**config.mk**
```make
export PLATFORM = sky130hd
export DESIGN_NAME = seg_dynamic
export DESIGN_NICKNAME = d
export VERILOG_FILES = /design/src/rtl/seg_dynamic.sv
export SDC_FILE = /design/constraint.sdc
export NUM_CORES = 1
export LEC_CHECK = 0
export CORE_ASPECT_RATIO = 1.1
export CORE_MARGIN = 5
export CORE_UTILIZATION = 34
export DETAILED_ROUTE_END_ITERATION = 6
export GPL_TIMING_DRIVEN = 0
export HOLD_SLACK_MARGIN = 0.15
export SYNTH_ARGS = -nofsm -noshare
export SYNTH_HDL_FRONTEND = slang
export SYNTH_SLANG_ARGS = --single-unit
```
**constraint.sdc**
```tcl
create_clock -name sys_clk -period 5.4 [get_ports sys_clk]
set_input_delay 1.08 -clock sys_clk [delete_from_list [all_inputs] [get_ports sys_clk]]
set_output_delay 1.08 -clock sys_clk [all_outputs]
set_load 0.005 [all_outputs]
```
**src/rtl/seg_dynamic.sv**
```systemverilog
// Six-digit seven-segment display back-end: sequential binary-to-BCD conversion,
// leading-zero blanking with sign and decimal points, and time-multiplexed digit scan.
module seg_dynamic #(
  parameter int CNT_MAX = 49999
) (
  input  logic        sys_clk,
  input  logic        sys_rst_n,
  input  logic [19:0] data,
  input  logic [5:0]  point,
  input  logic        sign,
  input  logic        seg_en,
  output logic [5:0]  sel,
  output logic [7:0]  seg
);

  typedef enum logic [1:0] {IDLE, SHIFT, DONE} state_t;

  state_t      state;
  logic [19:0] bin_sh;
  logic [23:0] bcd_sh;
  logic [23:0] bcd_adj;
  logic [4:0]  iter;
  logic [5:0]  point_sh;
  logic        sign_sh;

  logic [23:0] disp_bcd;
  logic [5:0]  disp_point;
  logic        disp_sign;

  logic [15:0] cnt;
  logic [2:0]  idx;

  logic [19:0] data_clamped;
  logic [2:0]  hi_digit;
  logic [2:0]  hi_point;
  logic [2:0]  sig_pos;
  logic [7:0]  digit_code [0:7];

  function automatic logic [7:0] seg_lut(input logic [3:0] d);
    case (d)
      4'd0:    seg_lut = 8'hC0;
      4'd1:    seg_lut = 8'hF9;
      4'd2:    seg_lut = 8'hA4;
      4'd3:    seg_lut = 8'hB0;
      4'd4:    seg_lut = 8'h99;
      4'd5:    seg_lut = 8'h92;
      4'd6:    seg_lut = 8'h82;
      4'd7:    seg_lut = 8'hF8;
      4'd8:    seg_lut = 8'h80;
      4'd9:    seg_lut = 8'h90;
      default: seg_lut = 8'hFF;
    endcase
  endfunction

  assign data_clamped = (data > 20'd999999) ? 20'd999999 : data;

  always_comb begin
    bcd_adj = bcd_sh;
    for (int i = 0; i < 6; i++) begin
      if (bcd_sh[4*i +: 4] >= 4'd5)
        bcd_adj[4*i +: 4] = bcd_sh[4*i +: 4] + 4'd3;
    end
  end

  // Free-running double-dabble; the display registers only move in DONE so the scan never sees a partial result.
  always_ff @(posedge sys_clk or negedge sys_rst_n) begin
    if (!sys_rst_n) begin
      state      <= IDLE;
      bin_sh     <= '0;
      bcd_sh     <= '0;
      iter       <= '0;
      point_sh   <= '0;
      sign_sh    <= 1'b0;
      disp_bcd   <= '0;
      disp_point <= '0;
      disp_sign  <= 1'b0;
    end else begin
      case (state)
        IDLE: begin
          bin_sh   <= data_clamped;
          point_sh <= point;
          sign_sh  <= sign;
          bcd_sh   <= '0;
          iter     <= '0;
          state    <= SHIFT;
        end
        SHIFT: begin
          {bcd_sh, bin_sh} <= {bcd_adj, bin_sh} << 1;
          iter             <= iter + 5'd1;
          if (iter == 5'd19)
            state <= DONE;
        end
        DONE: begin
          disp_bcd   <= bcd_sh;
          disp_point <= point_sh;
          disp_sign  <= sign_sh;
          state      <= IDLE;
        end
        default: state <= IDLE;
      endcase
    end
  end

  // A set point bit extends the significant field so its digit (and any zeros below it) stays lit.
  always_comb begin
    hi_digit = '0;
    hi_point = '0;
    for (int i = 1; i < 6; i++) begin
      if (disp_bcd[4*i +: 4] != 4'd0)
        hi_digit = 3'(i);
      if (disp_point[i])
        hi_point = 3'(i);
    end
    sig_pos = (hi_digit > hi_point) ? hi_digit : hi_point;

    for (int i = 0; i < 8; i++)
      digit_code[i] = 8'hFF;
    for (int i = 0; i < 6; i++) begin
      if (3'(i) <= sig_pos)
        digit_code[i] = seg_lut(disp_bcd[4*i +: 4]);
      else if (disp_sign && (3'(i) == sig_pos + 3'd1))
        digit_code[i] = 8'hBF;
      if (disp_point[i])
        digit_code[i][7] = 1'b0;
    end
  end

  // sel and seg are registered from the same index so they always switch on the same edge.
  always_ff @(posedge sys_clk or negedge sys_rst_n) begin
    if (!sys_rst_n) begin
      cnt <= '0;
      idx <= '0;
      sel <= '0;
      seg <= 8'hFF;
    end else begin
      if (cnt == 16'(CNT_MAX)) begin
        cnt <= '0;
        idx <= (idx == 3'd5) ? 3'd0 : idx + 3'd1;
      end else begin
        cnt <= cnt + 16'd1;
      end

      if (seg_en) begin
        sel <= 6'b000001 << idx;
        seg <= digit_code[idx];
      end else begin
        sel <= '0;
        seg <= 8'hFF;
      end
    end
  end

endmodule

```
==> results by group, run 1 <==
STA
  • RSZ-0062 raised after global routing: no
  • Period utilisation layout: 73.7%
  • Slew Limit Fails: 0
  • Post-route clock skew: 0.00770 ns
  • Setup-failing EPs final: 0
  • Slew HR: 49.1%
  • Final Hold Fails: 0
  • Worst Max-Slew Pin Slew: 0.760 ns
  • Final min period: 3.98 ns
  • Top achievable clock speed: 251 MHz

Floorplan
  • Initial Utilization: 34.7%
  • Die H: 162 um
  • Core Footprint: 20600 um2
  • Die area: 24100 um2
  • Chip width: 148 um
  • # rows: 55
  • Ports: 44

Synth
  • Synth cell types: 64
  • Adder-cell share of the synthesized area: 7.87%
  • Synth Area in Simple Gates: 17.4%
  • Yosys top cell area share: 39.9%
  • Synth Warn #: 0
  • Post-synthesis compound-gate area fraction: 17.6%
  • Number of enable flip-flop cells after synthesis: 0
  • Mux share of post-synthesis cell area: 6.59%
  • Ys async rst share: 100%
  • Area contributors post-synth: dfrtp_1 40%, ha_1 7.9%, o21ai_0 7.6%
  • Top FF cell, synth: dfrtp_1
  • Synthesized-area fraction occupied by xor and xnor cells: 3.43%
  • Main combinational cell family by area after synthesis: compound AO/OA/AOI/OAI gates
  • Most area-hungry cell type in the Yosys netlist: dfrtp_1
  • Sequential share of the synthesized area: 42.8%
  • Syn_nets: 865
  • Syn Area/Cell: 9.06 um2
  • Post-synthesis register bit count: 122
  • Post-synthesis cell count: 790
  • Cell area after synthesis: 7160 um2

Status
  • Status: completed

Layout
  • Layout cells sized above 1: 9.73%
  • Layout area overhead: 18.6%
  • Final layout net count: 927
  • Fill cells: 2042
  • Diode count: 0
  • Cell Count, Final, Fillers Out: 1119

Worst hold path
  • Worst hold-check path type: flip-flop to flip-flop

Global route
  • GRT Total Usage: 14.5%
  • Antenna violations before repair: 0
  • Total gr overflow: 0
  • Vias in the first global route: 5724
  • First-pass GRT wire length: 28500 um
  • Largest net degree at the start of global routing: 65

Clock network
  • Total CTS buffers: 17
  • Clock-pin slew on the worst setup and hold paths: 0.06 ns
  • Root buffer cell: clkbuf_16
  • H-tree depth: 4
  • Skew-Pair Late Insertion Delay: 0.41 ns
  • Post-CTS Setup Bufs: 0
  • Number of gates resized after CTS: 0
  • Cts hold-fix bufs: 0
  • CTS tree: done
  • Max Buffers Root-to-Sink: 2
  • Clk sink count: 122

Worst setup path
  • Crit-path max cell delay: 0.55 ns
  • CP max-delay cell: nor3b_1
  • CP Max Fanout: 6
  • Crit path kind: flip-flop to flip-flop
  • Required @ worst endpoint: 5.70 ns
  • Critical path data arrival time: 4.28 ns
  • Worst path cell trace: inv_1, ha_1, nor3b_1, nand2b_1, a21oi_1, nor2_1, ha_1, nand3_1, a21boi_1, nor3_1, or4_4, buf_6, a211oi_1, a211o_1, nand4_1
  • Crit-path most repeated cell: ha_1
  • Setup crit end kind: flip-flop
  • Worst setup SP type: flip-flop

Place
  • Placed Cells: 1089
  • DP Wirelength: 12400 um
  • Buffers on Ports: 42
  • Final GP Congestion: 0.882

Pwr
  • LEAKAGE: 3.55 nW
  • Total power: 3.14 mW
  • Pwr Density: 369 nW/um2
  • Max VDD drop: 0.205 mV

Drt
  • Vias/cell: 5.15
  • Final WL: 16800 um
  • Initial DRC Count: 424
  • DRT Pass-1 Iters: 5
  • Wire length per cell: 15.0 um
  • # DRC: 0
  • Post-route ant nets: 0
  • Total number of vias: 5761

Job
  • Maxcap violations: 0
placed cells by master (no fill, tap or decap), types with 4 or more instances in the layout:
master / netlist / final
nor3_1: 15 / 15
clkbuf_16: 0 / 17
xor2_1: 13 / 13
nand2b_1: 18 / 18
mux2_2: 27 / 27
clkdlybuf4s50_1: 0 / 41
dfstp_2: 8 / 8
dfrtp_1: 114 / 114
o31ai_1: 11 / 11
o22ai_1: 4 / 4
or3_1: 8 / 8
a21oi_1: 46 / 46
o211ai_1: 5 / 5
nor2b_1: 6 / 6
inv_1: 41 / 41
and3_1: 7 / 7
buf_1: 4 / 4
xnor2_1: 15 / 15
nand3_1: 14 / 14
nand4_1: 5 / 5
nor2_1: 61 / 61
nor3b_1: 10 / 10
mux2i_1: 13 / 13
o221ai_1: 5 / 5
clkinvlp_4: 0 / 4
o21ai_0: 109 / 109
a31oi_1: 4 / 4
ha_1: 45 / 45
clkbuf_1: 34 / 35
nand2_1: 98 / 98
cell usage after synthesis, drive strengths merged, types with 14 or more instances:
master	n
nor3	15
nand2	99
a21oi	47
mux2	28
o21ai	109
dfrtp	114
nand3	14
clkbuf	34
nand2b	18
nor2	62
xnor2	15
ha	45
inv	41
state kept, by name, indices dropped and copies added (netlist names):
register	flops
seg	8
bcd_sh	24
disp_sign	1
point_sh	6
disp_point	6
idx	3
sel	6
iter	5
disp_bcd	24
sign_sh	1
state	2
cnt	16
bin_sh	20
final timing paths:
kind	start	endpoint	slack (ns)	depth (start not counted)
worst max-delay path	disp_bcd[9]	seg[2]	1.42	15
max in group asynchronous	sys_rst_n	bcd_sh[4]	4.07	2
worst max register to register	disp_bcd[9]	seg[2]	1.42	15
worst min register to register	bin_sh[0]	bin_sh[0]	0.47	2
worst min-delay path	bin_sh[0]	bin_sh[0]	0.47	2
min in group asynchronous	sys_rst_n	sel[5]	0.64	1
report_power, final:
group	switching (mW)	internal [mW]
clock network	0.422	0.666
logic	0.535	0.405
registers	0.0889	1.02
cells by family after synthesis:
group / count (synthesis)
xor+xnor: 28
buf+inv: 81
fa+ha+maj: 45
compound gates: 211
simple gates: 261
mux: 42
flops: 122
critical path: cells and delay by family (launching register included):
family | cells | cell delay (ns)
simple gates | 7 | 1.59
compound gates | 4 | 1.01
fa+ha+maj | 2 | 0.50
buf+inv | 2 | 0.30
flops | 1 | 0.47
area by class of cell:
type                    instances  area (um2)  share of cell area (%)
inverters                      42         158                    1.86
repair buffers                 43         449                    5.29
multi-input cells             587        3780                    44.6
flip-flops and latches        122        3060                    36.1
clock buffers                  21         470                    5.54
plain buffers                  39         154                    1.81
well taps                     256         320                    3.77
clock inverters                 9        91.3                    1.08
per-layer routing:
layer / up-vias / GRT usage, % / wire length (um)
li1: 2881 / - / -
met2: 103 / 25.1 / 8330
met5: - / 0 / 0
met3: 21 / 2.87 / 541
met1: 2756 / 18.3 / 7690
met4: 0 / 4.24 / 252
metrics by stage:
stage / hold WS (ns) / util [%] / setup TNS [ns] / cell area, um2 / setup WS [ns]
global placement: 0.456 / 38.3 / -191.37 / 7900 / -1.68
CTS: 0.477 / 41.1 / 0 / 8490 / 1.42
finish: 0.473 / 41.1 / 0 / 8490 / 1.42
floorplan: 0.443 / - / 0 / 7160 / 2.07
detailed placement: 0.464 / 38.4 / 0 / 7930 / 1.46
global route: 0.493 / 41.1 / 0 / 8490 / 1.08
Power figures use the tool's default switching activity.
==> run 2: changes to the inputs <==
clock period = 3.9 ns   (was 5.4 ns; I/O delays follow)
==> run 2 against run 1 <==
Clock-buffer cell count stayed put; global-route usage hardly changed; non-clock buffer count unchanged; worst hold slack lost 0.13 ns; combinational power up 40%; register-to-register slack worse by 1.2 ns; fmax grew 7.4%; clock power grew 39%; power is 39% higher; clock skew is essentially flat; critical path depth is 2 lower; largest cell class unchanged; largest power group unchanged.
==> results by group, run 2 (synthesis gave the netlist of run 1 again) <==
Layout
  • Final core occ: 41.2%
  • Most common cell after layout, fill and taps aside: dfrtp_1
  • Design area: 8510 um2
  • Most frequent cells in the layout: 114 x dfrtp_1, 109 x o21ai_0, 98 x nand2_1, 61 x nor2_1, 46 x a21oi_1
  • Top flop regs: bcd_sh x24, disp_bcd x24, bin_sh x20
  • Final layout net count: 927
  • Layout area overhead: 18.9%
  • Layout cells sized above 1: 10.1%
  • Area occupied by multi-input gates: 3800 um2
  • Storage cell area: 3060 um2
  • Fill cells: 2037
  • Diode count: 0

Worst setup path
  • Critical path data arrival time: 4.02 ns
  • Required @ worst endpoint: 4.21 ns
  • Reg2Reg Capture Point: seg[5]
  • Worst r2r path cells: 13
  • CP max-delay cell: or4_4
  • Worst setup SP type: flip-flop
  • Crit path kind: flip-flop to flip-flop
  • Worst path top cell family by delay: simple AND/OR/NAND/NOR gates
  • Setup crit end kind: flip-flop
  • Worst path cell trace: inv_1, ha_1, or3b_4, nor2_2, inv_1, ha_1, nand3b_1, nand2_2, mux2_4, or4_4, buf_6, o31ai_1, a32oi_1
  • CP Max Fanout: 6
  • CP bufs+invs: 3
  • R2r setup slk: 0.19 ns
  • Reg-to-Reg Start: disp_bcd[21]
  • Crit-path max cell delay: 0.53 ns

Drt
  • Post-route ant nets: 0
  • Initial DRC Count: 389
  • # DRC: 0
  • Wire length per cell: 15.0 um
  • DRT Pass-1 Iters: 7
  • Total number of vias: 5774
  • Final WL: 16800 um
  • Vias/cell: 5.16

Floorplan
  • Chip width: 148 um
  • Die H: 162 um
  • Ports: 44
  • Core Footprint: 20600 um2
  • Die area: 24100 um2
  • Initial Utilization: 34.7%
  • # rows: 55

Pwr
  • LEAKAGE: 3.56 nW
  • Max VDD drop: 0.286 mV
  • Pwr Density: 513 nW/um2

Clock network
  • Clk sink count: 122
  • Root buffer cell: clkbuf_16
  • Clock-pin slew on the worst setup and hold paths: 0.05 ns
  • Skew-Pair Late Insertion Delay: 0.41 ns
  • CTS tree: done
  • Max Buffers Root-to-Sink: 2
  • Total CTS buffers: 17
  • H-tree depth: 4

STA
  • Final Hold Fails: 0
  • Top achievable clock speed: 270 MHz
  • Slew Limit Fails: 0
  • Worst Max-Slew Pin Slew: 0.765 ns
  • Slew HR: 48.8%
  • Hold slack final: 0.338 ns
  • Post-route clock skew: 0.00778 ns
  • RSZ-0062 raised after global routing: yes
  • Period utilisation layout: 95.0%
  • Setup-failing EPs final: 0
  • Final min period: 3.71 ns

Place
  • Buffers on Ports: 42
  • DP Wirelength: 12400 um
  • Post-DP Area: 7930 um2
  • Final GP Congestion: 0.882

Job
  • Maxcap violations: 0

Global route
  • Largest net degree at the start of global routing: 65
  • Antenna violations before repair: 0
  • Total gr overflow: 0
  • Vias in the first global route: 5740
  • First-pass GRT wire length: 28500 um
  • GRT Total Usage: 14.5%

Worst hold path
  • Worst hold-check path type: primary input to async pin

Status
  • Status: completed
-- run 2: cell types whose count changed in the layout (fill, tap and decap cells not counted) --
cell | before | now
nor3b_4 | 0 | 1
nor3b_1 | 10 | 9
a211oi_2 | 1 | 2
a211oi_1 | 3 | 2
a21boi_2 | 0 | 1
a21boi_1 | 1 | 0
-- run 2: how the worst max path moves through the flow --
stage | slack [ns] | start | depth (start not counted) | end
after global routing | -0.03 | disp_bcd[21] | 14 | seg[6]
after global placement | -2.88 | sys_rst_n | 1 | bin_sh[9]
after floorplan | 0.57 | disp_bcd[21] | 13 | seg[1]
final | 0.19 | disp_bcd[21] | 13 | seg[5]
after CTS | 0.06 | disp_bcd[21] | 14 | seg[2]
after detailed placement | -0.04 | disp_bcd[9] | 15 | seg[2]
-- run 2: report_power, final --
group	switching, mW	leakage [nW]	internal (mW)
Combinational	0.745	1.74	0.570
Clock	0.585	0.264	0.923
Sequential	0.130	1.55	1.41
Total	1.46	3.56	2.90
-- run 2: what timing repair did --
action | 4_1_cts | 5_1_grt
hold buffers | 0 | 0
pin swaps | 0 | 0
setup endpoints to repair | 1 | 6
setup buffers | 0 | 0
gates resized for setup | 1 | 3
-- run 2: layout make-up --
| class | count | area share (%) |
|---|---|---|
| clock inverters | 9 | 1.07 |
| flip-flops and latches | 122 | 36.0 |
| well taps | 256 | 3.76 |
| inverters | 42 | 1.85 |
| repair buffers | 43 | 5.28 |
| plain buffers | 39 | 1.81 |
| clock buffers | 21 | 5.53 |
| multi-input cells | 587 | 44.7 |
-- run 2: routing by layer --
layer  wire length, um  global-route usage [%]  part of all wire [%]
met5                 0                       0                     0
met2              8410                    25.0                    50
met4               192                    4.45                   1.1
met1              7690                    18.2                    46
met3               541                    2.87                   3.2
-- run 2: metrics by stage --
step / TNS, ns / instances / setup slack (ns) / power (mW)
floorplan: 0 / 790 / 0.575 / 2.44
global placement: -337.81 / 1088 / -2.88 / 2.83
detailed placement: -0.0385 / 1089 / -0.0385 / 2.85
CTS: 0 / 1119 / 0.0618 / 4.37
global route: -0.0654 / 1119 / -0.0333 / 4.64
finish: 0 / 1119 / 0.194 / 4.36
==> RTL edit, RTL diff (flow settings as in run 1) <==
Encoding of `state_t`: now one-hot (3 bits for 3 states).
--- a/src/rtl/seg_dynamic.sv
+++ b/src/rtl/seg_dynamic.sv
@@ -13,7 +13,7 @@
   output logic [7:0]  seg
 );
 
-  typedef enum logic [1:0] {IDLE, SHIFT, DONE} state_t;
+  typedef enum logic [2:0] {IDLE = 3'b001, SHIFT = 3'b010, DONE = 3'b100} state_t;
 
   state_t      state;
   logic [19:0] bin_sh;
Behaviour: same outputs for any inputs over 10 cycles, from zero or initial values and one cycle with sys_rst_n low; not proved beyond that.
==> RTL edit against run 1 <==
Setup slack improved by 250 ps. Power rose by 3.2%. Wire length rose by 0.61%. Sequential cell count rose by 1. Via count barely moved. Combinational power rose by 5.5%. Sequential share of layout area rose by 0.67 points. Clock power rose by 5%. Non-clock buffer count fell by 2. Area after synthesis fell by 1.7%. Cell area fell by 0.99%. Critical path type unchanged. Largest cell class unchanged.
==> RTL edit: results (changes against run 1) <==
Status
  – Outcome: completed

Yosys
  – Post-Syn Instances: 763 (-3.4%)
  – Synth Area in XOR/XNOR: 0.0336 (-0.000648)
  – Synth Area in Compound Gates: 0.192 (+0.0164)
  – Post-synth top cells: dfrtp_1 (114), nand2_1 (102), o21ai_0 (67)
  – Syn Nets: 838 (-3.1%)
  – Adder-Cell Fraction of Synth Area: 0.0800 (+0.00137)
  – Multiplexer share of the synthesized area: 0.0359 (-0.0300)
  – Register area share after synthesis: 0.439 (+0.0112)

Placed design
  – Inst Count DP: 1063 (-2.4%)
  – Port Buffers: 43 (+2.4%)
  – DP HPWL: 12.5 mm (+0.92%)
  – Final Wtd Congestion: 0.849 (-3.8%)

Routing
  – Drt total wl: 16.9 mm (+0.61%)
  – Post-DR vias/cell: 5.26 (+2.1%)
  – Wl on met1: 7.85 mm (+2.0%)
  – Wire per inst: 15.4 um (+2.8%)
  – Wire length on met3: 602 um (+11%)
  – 1st-iter DRT viols: 402 (-5.2%)

Final layout
  – Area of the multi-input gates: 0.00362 mm^2 (-4.3%)
  – Nonclk inv count: 48 (+14%)
  – Clock-cell share of area: 0.0703 (+0.00408)
  – Fillers: 2081 (+1.9%)
  – NonClk Buf Share: 0.0719 (+0.000857)
  – Ratio of cells with drive above 1 in the final layout: 0.0989 (+0.00159)
  – Clock buf count: 17 (-19%)
  – Final net count: 901 (-2.8%)
  – Multi-input combinational gate total: 556 (-5.3%)
  – Buffers excl. clock: 80 (-2.4%)
  – Register Area: 0.00309 mm^2 (+0.86%)
  – Top Registers: bcd_sh x24, disp_bcd x24, bin_sh x20

Power and ir drop
  – Maximum vdd drop: 0.000225 V (+9.7%)
  – Leak: 3.65 nW (+2.9%)
  – Comb pwr share: 0.306 (+0.006)
  – Net Sw Frac: 0.342 (+0.00891)
  – Seq pwr share: 0.340 (-0.013)

GRT
  – Largest net degree at the start of global routing: 94 (+45%)
  – Vias in the first global route: 5665 (-1.0%)
  – M2 GR Usage: 0.239 (-0.0120)
  – First-pass GRT wire length: 28.6 mm (+0.31%)
  – Met3 Resource Use GR: 0.0299 (+0.00117)
  – Antenna violations before repair: 0 (unchanged)
  – Met1 Use GR: 0.192 (+0.00907)

STA
  – Worst-case clock skew: 6.06 ps (-1.64 ps)
  – Worst slew pin tran: 905 ps (+145 ps)

Worst setup path
  – Reg-to-Reg Start: disp_bcd[5]
  – Register-to-register setup slack: 1670 ps (+250 ps)
  – Largest stage delay, worst path: 510 ps (-40 ps)
  – Cells on worst reg2reg path: 14 (-1)
  – Setup crit start kind: register
  – Crit-path max FO: 9 (+3)
  – Largest delay share family, worst path: compound AO/OA/AOI/OAI gates
  – Worst EP arrival: 4080 ps (-200 ps)
  – RR Endpoint: seg[6]

Clock tree
  – Clk_lat worst skew: approximately 420 ps
  – Bufs on Longest Clock Path: 2 (unchanged)
  – Clock Sinks: 123 (+0.82%)
-- RTL edit: worst min path at each step --
stage                startpoint          end  slack, ps  cells past startpoint
finish                  sign_sh      sign_sh        470                      2
global route         bin_sh[18]   bin_sh[18]        490                      2
CTS                  bin_sh[19]   bin_sh[19]        480                      2
detailed placement      sign_sh      sign_sh        460                      2
global placement    point_sh[5]  point_sh[5]        460                      2
floorplan           point_sh[0]  point_sh[0]        440                      2
-- RTL edit: tightest hold or removal path: stages, from the launching register on --
cell     delay, ps
dfrtp_1        340
nand2_1         50
nand2_1         50
-- RTL edit: metrics by stage --
stage	cell area, um^2	total power [W]	setup WS [ps]	TNS [ps]
6_report	8400	0.00324	1670	0
5_1_grt	8400	0.00344	1560	0
4_1_cts	8400	0.00326	1790	0
3_5_place_dp	7810	0.00210	1810	0
3_3_place_gp	7780	0.00209	-1730	-196110
2_1_floorplan	7030	0.00180	2200	0
